--- config.mk ---
export PLATFORM = sky130hd
export DESIGN_NAME = bp_sac_flit_deserializer
export DESIGN_NICKNAME = d
export VERILOG_FILES = /design/src/rtl/bp_sac_flit_deserializer.sv
export SDC_FILE = /design/constraint.sdc
export NUM_CORES = 1
export LEC_CHECK = 0
export BUFFER_PORTS_ARGS = -buffer_cell sky130_fd_sc_hd__buf_2
export CORE_ASPECT_RATIO = 1.75
export CORE_MARGIN = 2
export CORE_UTILIZATION = 35
export CTS_CLUSTER_SIZE = 40
export DETAILED_ROUTE_END_ITERATION = 10
export GPL_TIMING_DRIVEN = 0
export HOLD_SLACK_MARGIN = 0.15
export PLACE_DENSITY = 0.57
export SLEW_MARGIN = 20
export SYNTH_ARGS = -nofsm -noshare
export SYNTH_HDL_FRONTEND = slang
export SYNTH_SLANG_ARGS = --single-unit
--- constraint.sdc ---
create_clock -name clk_i -period 3.98 [get_ports clk_i]
set_clock_uncertainty 0.1 [all_clocks]
set_input_delay 0.398 -clock clk_i [delete_from_list [all_inputs] [get_ports clk_i]]
set_output_delay 0.398 -clock clk_i [all_outputs]
set_load 0.005 [all_outputs]
--- src/rtl/bp_sac_flit_deserializer.sv ---
// Wormhole flit deserializer: collects a header plus len body flits into one wide message.
// Optional BP_SAC_DESER_LEN_CHECK_EN adds err_o and a DRAIN state for oversize headers.
module bp_sac_flit_deserializer #(
    parameter int flit_width_p = 64,
    parameter int max_flits_p  = 4,
    parameter int cord_width_p = 8,
    parameter int len_width_p  = 3
) (
    input  logic                                clk_i,
    input  logic                                reset_n_i,
    input  logic [flit_width_p-1:0]             link_data_i,
    input  logic                                link_v_i,
    output logic                                link_ready_and_o,
    output logic [flit_width_p*max_flits_p-1:0] msg_o,
    output logic [len_width_p-1:0]              msg_len_o,
    output logic                                msg_v_o,
    input  logic                                msg_ready_and_i
`ifdef BP_SAC_DESER_LEN_CHECK_EN
    ,
    output logic                                err_o
`endif
);

`ifdef BP_SAC_DESER_LEN_CHECK_EN
    typedef enum logic [1:0] {IDLE, COLLECT, OUTPUT, DRAIN} state_e;
    localparam logic [len_width_p:0] max_len_lp = (len_width_p+1)'(max_flits_p-1);
    logic err_r;
`else
    typedef enum logic [1:0] {IDLE, COLLECT, OUTPUT} state_e;
`endif

    state_e state_r, state_n;

    logic [max_flits_p-1:0][flit_width_p-1:0] msg_r;
    logic [len_width_p-1:0]                   len_r;
    logic [len_width_p-1:0]                   cnt_r;
    logic [len_width_p-1:0]                   hdr_len;
    logic                                     link_xfer;
    logic                                     msg_xfer;
    logic                                     last;

    assign hdr_len   = link_data_i[cord_width_p +: len_width_p];
    assign link_xfer = link_v_i & link_ready_and_o;
    assign msg_xfer  = msg_v_o & msg_ready_and_i;
    assign last      = (cnt_r == len_r);

    assign msg_o     = msg_r;
    assign msg_len_o = len_r;
`ifdef BP_SAC_DESER_LEN_CHECK_EN
    assign err_o     = err_r;
`endif

    always_ff @(posedge clk_i or negedge reset_n_i) begin
        if (!reset_n_i) state_r <= IDLE;
        else            state_r <= state_n;
    end

    always_comb begin
        state_n          = state_r;
        link_ready_and_o = 1'b0;
        msg_v_o          = 1'b0;
        case (state_r)
            IDLE: begin
                link_ready_and_o = 1'b1;
                if (link_xfer) begin
`ifdef BP_SAC_DESER_LEN_CHECK_EN
                    if ({1'b0, hdr_len} > max_len_lp) state_n = DRAIN;
                    else
`endif
                    if (hdr_len == '0) state_n = OUTPUT;
                    else               state_n = COLLECT;
                end
            end
            COLLECT: begin
                link_ready_and_o = 1'b1;
                if (link_xfer && last) state_n = OUTPUT;
            end
            OUTPUT: begin
                msg_v_o = 1'b1;
                if (msg_xfer) state_n = IDLE;
            end
`ifdef BP_SAC_DESER_LEN_CHECK_EN
            DRAIN: begin
                link_ready_and_o = 1'b1;
                if (link_xfer && last) state_n = IDLE;
            end
`endif
            default: state_n = IDLE;
        endcase
    end

    // Body flits beyond max_flits_p match no slot and are dropped; the count still advances.
    always_ff @(posedge clk_i or negedge reset_n_i) begin
        if (!reset_n_i) begin
            msg_r <= '0;
            len_r <= '0;
            cnt_r <= '0;
`ifdef BP_SAC_DESER_LEN_CHECK_EN
            err_r <= 1'b0;
`endif
        end else begin
`ifdef BP_SAC_DESER_LEN_CHECK_EN
            err_r <= 1'b0;
`endif
            case (state_r)
                IDLE: if (link_xfer) begin
                    msg_r    <= '0;
                    msg_r[0] <= link_data_i;
                    len_r    <= hdr_len;
                    cnt_r    <= len_width_p'(1);
                end
                COLLECT: if (link_xfer) begin
                    for (int k = 1; k < max_flits_p; k++)
                        if (cnt_r == len_width_p'(k)) msg_r[k] <= link_data_i;
                    cnt_r <= cnt_r + 1'b1;
                end
`ifdef BP_SAC_DESER_LEN_CHECK_EN
                DRAIN: if (link_xfer) begin
                    cnt_r <= cnt_r + 1'b1;
                    if (last) err_r <= 1'b1;
                end
`endif
                default: ;
            endcase
        end
    end

endmodule
==> run summary, run 1 <==
Status -> complete, no violations
IO Pins -> 329
Worst skew pair latency -> 520 ps
Antenna viol nets, final -> 0
Final HPWL DP -> 20.19 mm
Multi-input gate area -> 3532 µm²
CTS Sinks -> 261
Post-route met1 wirelength -> 9.859 mm
Vias per cell -> 4.622
Number of global-route vias before repair -> 7315
MaxCap Viol Count -> 0
Final Hold Fails -> 0
Die area -> 31110 µm²
CTS H-tree lvls -> 1
Critical path class -> flip-flop to flip-flop
Die height -> 231.8 µm
IO buf count -> 328
Root Buffer -> clkbuf_16
Most common cell after layout, fill and taps aside -> buf_2
First-pass GRT wire length -> 42.94 mm
Top_reg_cell synth -> dfrtp_1
DP Area -> 12570 µm²
Startpoint Class -> flip-flop
CP cell instances -> nor2b_1 > clkbuf_1 > clkbuf_1 > and2_1 > mux2_2
Total gr overflow -> 0
Initial DRC Count -> 144
TritonRoute pass-1 iters -> 6
Crit. End Element -> flip-flop
Residual DRC count -> 0
Avg Cell Area, Syn -> 15.88 µm²
Worst Tran Pin Value -> 864.6 ps
Share of layout cells above drive strength 1 -> 59.84%
Sw frac -> 32.25%
Core area -> 29290 µm²
Comb pwr share -> 40.7%
Tot Pwr -> 11400 µW
CTS Buf Count -> 25
Initial Utilization -> 35.45%
Unique cell type count in the Yosys netlist -> 22
Layout area overhead -> 35.20%
Sequential-to-total area share from yosys stat -> 62.91%
Mapped Nets -> 726
Routed Wire Length -> 27.92 mm
# diodes -> 0
Critical path's largest stage delay -> 660 ps
Period minus WS final -> 2240 ps
Pwr dens -> 812.1 nW/µm²
Reg2reg path depth -> 5
Post-synth EDFFs -> 0
Final-report setup violation count -> 0
Compound-Gate Fraction of Synth Area -> 0.8074%
Post-synthesis simple-gate area fraction -> 4.604%
Critical Path AT -> 2590 ps
RePlAce Congestion -> 0.7637
Initial antenna violation count -> 0
RSZ-0062 raised after global routing -> no
Slew headroom -> 42.36%
Critical-path top delay cell -> clkbuf_1
Max Clock Freq -> 446.4 MHz
Tcrit/Tclk final -> 56.28%
CP Depth -> 5
CP most frequent cell -> clkbuf_1
Combinational family with the most area after synthesis -> multiplexers
Hold crit path type -> input port to flip-flop
DR vias -> 6818
Pint -> 7724 µW
Post-CTS sizing -> 0
DR top layer -> met4
Seq pwr share -> 38.5%
Critical path's top delay family -> buffers and inverters
Clock buffer depth -> 3
Netlist Area Pre-Place -> 10380 µm²
Gate Count Post-Synth -> 654
CTS tree -> built
DIE WIDTH -> 134.2 µm
Fillers -> 2686
Rows -> 83
Maximum number of pins on one net before global-route repair -> 95
Hold Crit Depth -> 5
FFs w/ async S/R, synth -> 100.0%
Adder-cell share of the synthesized area -> 0.4820%
Total Neg Setup Slack -> 0 ps
Post-route cell area -> 14040 µm²
Synth warn -> 0
Clock power frac -> 20.8%
Commonest cells after routing, fill and taps aside -> buf_2, dfrtp_1, mux2_2, dlygate4sd3_1, and2_1
CP Data Required Time -> 4330 ps
Wire length on met3 -> 1.241 mm
FF/Latch Area -> 6531 µm²
Worst path bufs/invs -> 2
Detailed-route wire length per cell -> 18.93 µm
Synthesis-stage register bit count -> 261
# nets final -> 1149
GRT Total Usage -> 17.94%
Sw Pwr -> 3676 µW
Metal2 WL -> 15.81 mm
Mux cell area share after synthesis -> 27.87%
Slew Limit Fails -> 0
CP Max Fanout -> 10
Max VDD drop -> 0.4263 mV
Leak -> 0.007009 µW
Synth Area in XOR/XNOR -> 0.2531%
Clock-pin slew on the worst setup and hold paths -> 70 ps
[timing repair]
action	4_1_cts	5_1_grt
endpoints found under the hold margin	139	0
buffers inserted	0	0
hold buffers	66	0
[worst min-delay path, delay by kind of cell]
kind                   cells  cell delay (ps)
buffers and inverters      2              290
AO/OA/AOI/OAI              1               70
AND/OR/NAND/NOR            2              130
[path summary, 6_finish.rpt]
| kind | end | slack (ps) | from |
|---|---|---|---|
| worst max-delay path | msg_o[231] | 1740 | state_r[1] |
| worst min-delay path | cnt_r[1] | 310 | link_v_i |
| worst max register to register | msg_o[231] | 1740 | state_r[1] |
| worst min register to register | msg_o[175] | 390 | msg_o[175] |
| max in group asynchronous | msg_o[224] | 2500 | reset_n_i |
| min in group asynchronous | msg_o[16] | 360 | reset_n_i |
[area by class of cell]
| cell class | instances | area share [%] |
|---|---|---|
| plain buffers | 37 | 2.112 |
| multi-input cells | 350 | 25.16 |
| well taps | 382 | 3.405 |
| repair buffers | 396 | 16.86 |
| flip-flops and latches | 261 | 46.53 |
| inverters | 6 | 0.1604 |
| clock buffers | 34 | 5.054 |
| clock inverters | 9 | 0.7131 |
[per-stage QoR]
stage          instances  utilization [%]  setup WS (ps)  hold WS, ps
3_3_place_gp        1364            42.69          -2510        365.2
5_1_grt             1475            47.93           1544        348.9
2_1_floorplan        654                -           2190        2.409
3_5_place_dp        1366            42.91           1653        326.2
4_1_cts             1475            47.93           1628        284.1
6_report            1475            47.93           1740        306.8
[cell families after synthesis]
group / Yosys count
AO/OA/AOI/OAI: 8
XOR/XNOR: 3
adder cells (fa/ha/maj): 4
buffers and inverters: 43
flip-flops: 261
multiplexers: 257
AND/OR/NAND/NOR: 78
[routing by layer]
layer / global-route usage, % / up-vias
li1: - / 3101
met1: 18.94 / 3464
met2: 35.03 / 200
met3: 2.510 / 53
met4: 7.204 / 0
met5: 0 / -
[registers in the layout, summed over array words and instances, names as in the netlist]
register / flops
msg_o: 256
cnt_r: 3
state_r: 2
[power groups by stage]
stage	Clock, µW	Sequential [µW]	Combinational (µW)
finish	2380	4390	4640
global route	2560	4540	5050
CTS	2460	4400	4770
detailed placement	0	4440	4710
global placement	0	4400	4670
floorplan	0	4510	2480
[cells in the mapped netlist, types with 4 or more instances]
cell type | number | share of area [%]
dfrtp_1 | 261 | 63
buf_6 | 18 | 2.0
inv_1 | 6 | 0.22
nand2_1 | 4 | 0.14
ha_1 | 4 | 0.48
mux2_2 | 252 | 27
clkbuf_1 | 7 | 0.25
and2_1 | 64 | 3.9
mux2_1 | 5 | 0.54
buf_2 | 9 | 0.43
nand2b_1 | 5 | 0.30
Power figures use the tool's default switching activity.
==> run 2: changes to the inputs <==
PLACE_DENSITY = 0.6   (was 0.57)
clock period = 1.9 ns   (was 3.98 ns; I/O delays follow)
==> run summary, run 2 (same netlist as run 1, synthesis figures left out) <==
Comb pwr share -> 41.0%
Met2 Usage GRT -> 32.46%
Gr busiest metal -> met2
TritonRoute pass-1 iters -> 4
Worst Tran Pin Value -> 489.5 ps
FF/Latch Area -> 6534 µm²
CTS H-tree lvls -> 1
Antenna viol nets, final -> 0
Critical path's top delay family -> buffers and inverters
Root Buffer -> clkbuf_16
DIE WIDTH -> 134.2 µm
Critical Path AT -> 2140 ps
Layout area overhead -> 38.11%
Met3 Use GR -> 2.467%
Tcrit/Tclk final -> 95.88%
CP Data Required Time -> 2210 ps
CTS Buf Count -> 25
Critical-path top delay cell -> dfrtp_1
Max VDD drop -> 0.9473 mV
CTS Sinks -> 261
IO Pins -> 329
Residual DRC count -> 0
Number of global-route vias before repair -> 7453
Clock power frac -> 21.8%
Final Hold Fails -> 0
Pint -> 16830 µW
Worst path bufs/invs -> 3
DR vias -> 6903
CP most frequent cell -> buf_6
Slew headroom -> 67.37%
Initial DRC Count -> 166
GRT Total Usage -> 17.84%
First-pass GRT wire length -> 42.81 mm
Worst skew pair latency -> 540 ps
RePlAce Congestion -> 0.7694
CTS tree -> built
Detailed-route wire length per cell -> 18.67 µm
CP Max Fanout -> 10
Total gr overflow -> 0
Met1 Usage GRT -> 19.20%
Largest register FFs -> 256
Core area -> 29290 µm²
Critical path class -> flip-flop to flip-flop
Slew Limit Fails -> 0
Period minus WS final -> 1822 ps
IO buf count -> 328
Commonest cells after routing, fill and taps aside -> buf_2, dfrtp_1, mux2_2, dlygate4sd3_1, and2_1
Share of layout cells above drive strength 1 -> 61.35%
Total Neg Setup Slack -> 0 ps
Crit. End Element -> flip-flop
Startpoint Class -> flip-flop
Maximum number of pins on one net before global-route repair -> 98
Status -> complete, no violations
Sw frac -> 31.85%
Most common cell after layout, fill and taps aside -> buf_2
CP cell instances -> nand2b_1 > clkbuf_4 > a21oi_4 > buf_6 > buf_6 > mux2_2
# diodes -> 0
Rows -> 83
Worst hold slack -> 330.7 ps
Leak -> 0.007177 µW
Hold crit path type -> input port to flip-flop
Initial antenna violation count -> 0
Fillers -> 2620
Die height -> 231.8 µm
Routed Wire Length -> 27.86 mm
Clock buffer depth -> 3
Post-layout util -> 48.96%
Initial Utilization -> 35.45%
Die area -> 31110 µm²
Max Clock Freq -> 548.9 MHz
Pwr dens -> 1723 nW/µm²
Final HPWL DP -> 20.01 mm
Final-report setup violation count -> 0
Seq pwr share -> 37.1%
Sw Pwr -> 7867 µW
Multi-input gate area -> 3540 µm²
# nets final -> 1163
Critical path's largest stage delay -> 410 ps
RSZ-0062 raised after global routing -> yes
MaxCap Viol Count -> 0
Vias per cell -> 4.627
Clock-pin slew on the worst setup and hold paths -> 60 ps
run 2: metal layers:
layer / part of all wire [%] / up-vias
li1: - / 3134
met1: 36 / 3448
met2: 53 / 235
met3: 4.4 / 86
met4: 6.7 / 0
met5: 0 / -
run 2: power groups by stage:
stage	Combinational (µW)	Sequential, µW	Clock [µW]
floorplan	5190	9460	0
global placement	9690	9210	0
detailed placement	9830	9300	0
CTS	10100	9200	5550
global route	11000	9490	5740
finish	10100	9180	5390
run 2: final cells by class:
cell class / count / share of cell area, %
flip-flops and latches: 261 / 45.57
multi-input cells: 350 / 24.69
repair buffers: 411 / 17.52
clock buffers: 33 / 4.991
well taps: 382 / 3.333
plain buffers: 36 / 2.539
clock inverters: 13 / 1.204
inverters: 6 / 0.1571
run 2: final timing paths:
kind,start,to,slack [ps],depth (start not counted)
max,state_r[1],msg_o[72],80,6
min,link_data_i[54],msg_o[54],330,3
max reg2reg,state_r[1],msg_o[72],80,6
min reg2reg,msg_o[172],msg_o[172],380,1
max in group asynchronous,reset_n_i,msg_o[151],240,4
min in group asynchronous,reset_n_i,msg_o[17],630,3
run 2: tightest hold or removal path, stage by stage:
cell	delay [ps]
dlygate4sd3_1	510
buf_2	100
mux2_2	130
run 2: metrics by stage:
stage | instance area [µm²] | std cells | power [µW] | setup slack (ps)
after floorplan | 10380 | 654 | 14650 | 110.5
after global placement | 12500 | 1364 | 18910 | -4277
after detailed placement | 12570 | 1366 | 19130 | -384.0
after CTS | 14230 | 1490 | 24900 | 2.405
after global routing | 14340 | 1492 | 26240 | -20.29
final | 14340 | 1492 | 24700 | 78.20
run 2: what timing repair did:
action / CTS / global route
pin swaps: 3 / 0
hold buffers: 68 / 0
setup buffers: 10 / 3
setup endpoints to repair: 242 / 363
gates resized for setup: 13 / 27
gates cloned: 0 / 0
endpoints found under the hold margin: 522 / 0
==> run 3: changes to the inputs <==
SETUP_SLACK_MARGIN = 0.3   (was not set)
==> run summary, run 3 (same netlist as run 1, synthesis figures left out) <==
Post-Place Cells -> 1366
CTS Sinks -> 261
Tot Pwr -> 27610 µW
Antenna viol nets, final -> 0
Clock buffer depth -> 3
Startpoint Class -> flip-flop
# nets final -> 1180
Vias per cell -> 4.650
Maximum number of pins on one net before global-route repair -> 96
Residual DRC count -> 0
DIE WIDTH -> 134.2 µm
Slew headroom -> 55.58%
RSZ-0062 raised after global routing -> yes
Fin cells -> 1509
Total Neg Setup Slack -> 0 ps
Tcrit/Tclk final -> 97.31%
Fillers -> 2508
Critical path class -> flip-flop to flip-flop
First-pass GRT wire length -> 44.26 mm
RePlAce Congestion -> 0.7477
Critical Path AT -> 2160 ps
Critical path's top delay family -> flip-flops
Layout area overhead -> 49.37%
Pwr dens -> 1781 nW/µm²
Routed Wire Length -> 29.78 mm
Max Clock Freq -> 540.8 MHz
Worst Tran Pin Value -> 666.4 ps
CP cell instances -> inv_1 > ha_2 > nand2b_4 > a21oi_4 > buf_12 > buf_12 > mux2_2
Leak -> 0.007840 µW
Final-report setup violation count -> 0
TritonRoute pass-1 iters -> 4
Commonest cells after routing, fill and taps aside -> buf_2, dfrtp_1, mux2_4, mux2_2, dlygate4sd3_1
FF/Latch Area -> 6533 µm²
Initial Utilization -> 35.45%
Final HPWL DP -> 19.94 mm
CP Max Fanout -> 8
Most common cell after layout, fill and taps aside -> buf_2
Total gr overflow -> 0
Final Hold Fails -> 0
CTS tree -> built
Status -> complete, no violations
Die area -> 31110 µm²
Rows -> 83
CP Data Required Time -> 2220 ps
Max VDD drop -> 1.030 mV
Core area -> 29290 µm²
Clock-pin slew on the worst setup and hold paths -> 60 ps
Crit. End Element -> flip-flop
Worst skew pair latency -> 530 ps
IO buf count -> 328
DP Area -> 13020 µm²
Initial DRC Count -> 140
# diodes -> 0
CP most frequent cell -> buf_12
Initial antenna violation count -> 0
Number of global-route vias before repair -> 7601
Slew Limit Fails -> 0
Final worst-path setup slack -> 51.03 ps
CTS H-tree lvls -> 1
Post-route cell area -> 15510 µm²
GRT Total Usage -> 18.32%
Detailed-route wire length per cell -> 19.74 µm
CTS Buf Count -> 26
DR vias -> 7017
Die height -> 231.8 µm
Share of layout cells above drive strength 1 -> 62.91%
DP Worst Slack -> -332.5 ps
Hold crit path type -> input port to async pin
Worst path bufs/invs -> 3
Multi-input gate area -> 4151 µm²
MaxCap Viol Count -> 0
IO Pins -> 329
Root Buffer -> clkbuf_16
Critical-path top delay cell -> dfrtp_1
Critical path's largest stage delay -> 430 ps
Period minus WS final -> 1849 ps
Largest register FFs -> 256
-- run 3: cell types whose count changed in the layout (fill, tap and decap cells not counted), moves of 6 or more --
cell       previous run  this run
clkbuf_16            25        35
mux2_4                0       157
buf_12                2        25
mux2_2              252       100
buf_6                15         6
buf_8                 9         3
-- run 3: final cells by class --
type	count	area share, %
buffer	37	3.469
clock buffer	33	4.760
clock inverter	14	1.291
inverter	6	0.1452
multi-input combinational	350	26.77
sequential	261	42.12
tap	382	3.082
timing repair buffer	426	18.36
-- run 3: power by group --
group	switching, µW	total (µW)	internal [µW]
combinational	5080	12700	7600
clock	2180	5600	3420
sequential	1320	9330	8020
-- run 3: what timing repair did --
item,4_1_cts,5_1_grt
endpoints found under the setup margin,257,259
hold endpoints to repair,463,0
gates cloned,2,8
buffers inserted,13,6
pin swaps,3,2
hold buffers,67,0
gates resized for setup,48,72
-- run 3: worst reg2reg max path: stages (launching register included) --
cell and delay (ps):
dfrtp_1 430, inv_1 90, ha_2 190, nand2b_4 60, a21oi_4 200, buf_12 180, buf_12 160, mux2_2 330
-- run 3: layer usage --
layer	vias up	share of wire [%]	track usage, %
met1	3556	37	20.04
met3	62	4.3	2.598
met4	0	4.1	7.961
met5	-	0	0
li1	3177	-	-
met2	222	54	34.68
-- run 3: final timing paths --
kind | start | to | slack (ps) | cells past startpoint
setup reg to reg | cnt_r[1] | msg_o[100] | 50 | 7
hold reg to reg | msg_o[37] | msg_o[37] | 400 | 1
setup / recovery | cnt_r[1] | msg_o[100] | 50 | 7
max in group asynchronous | reset_n_i | msg_o[23] | 590 | 3
min in group clk_i | link_data_i[61] | msg_o[61] | 330 | 3
hold / removal | reset_n_i | msg_o[238] | 180 | 2
-- run 3: per-stage QoR --
step	hold slack, ps	utilization [%]
3_5_place_dp	154.4	44.45
3_3_place_gp	332.8	44.22
4_1_cts	184.8	51.13
6_report	180.6	52.96
2_1_floorplan	-205.6	-
5_1_grt	229.6	52.96
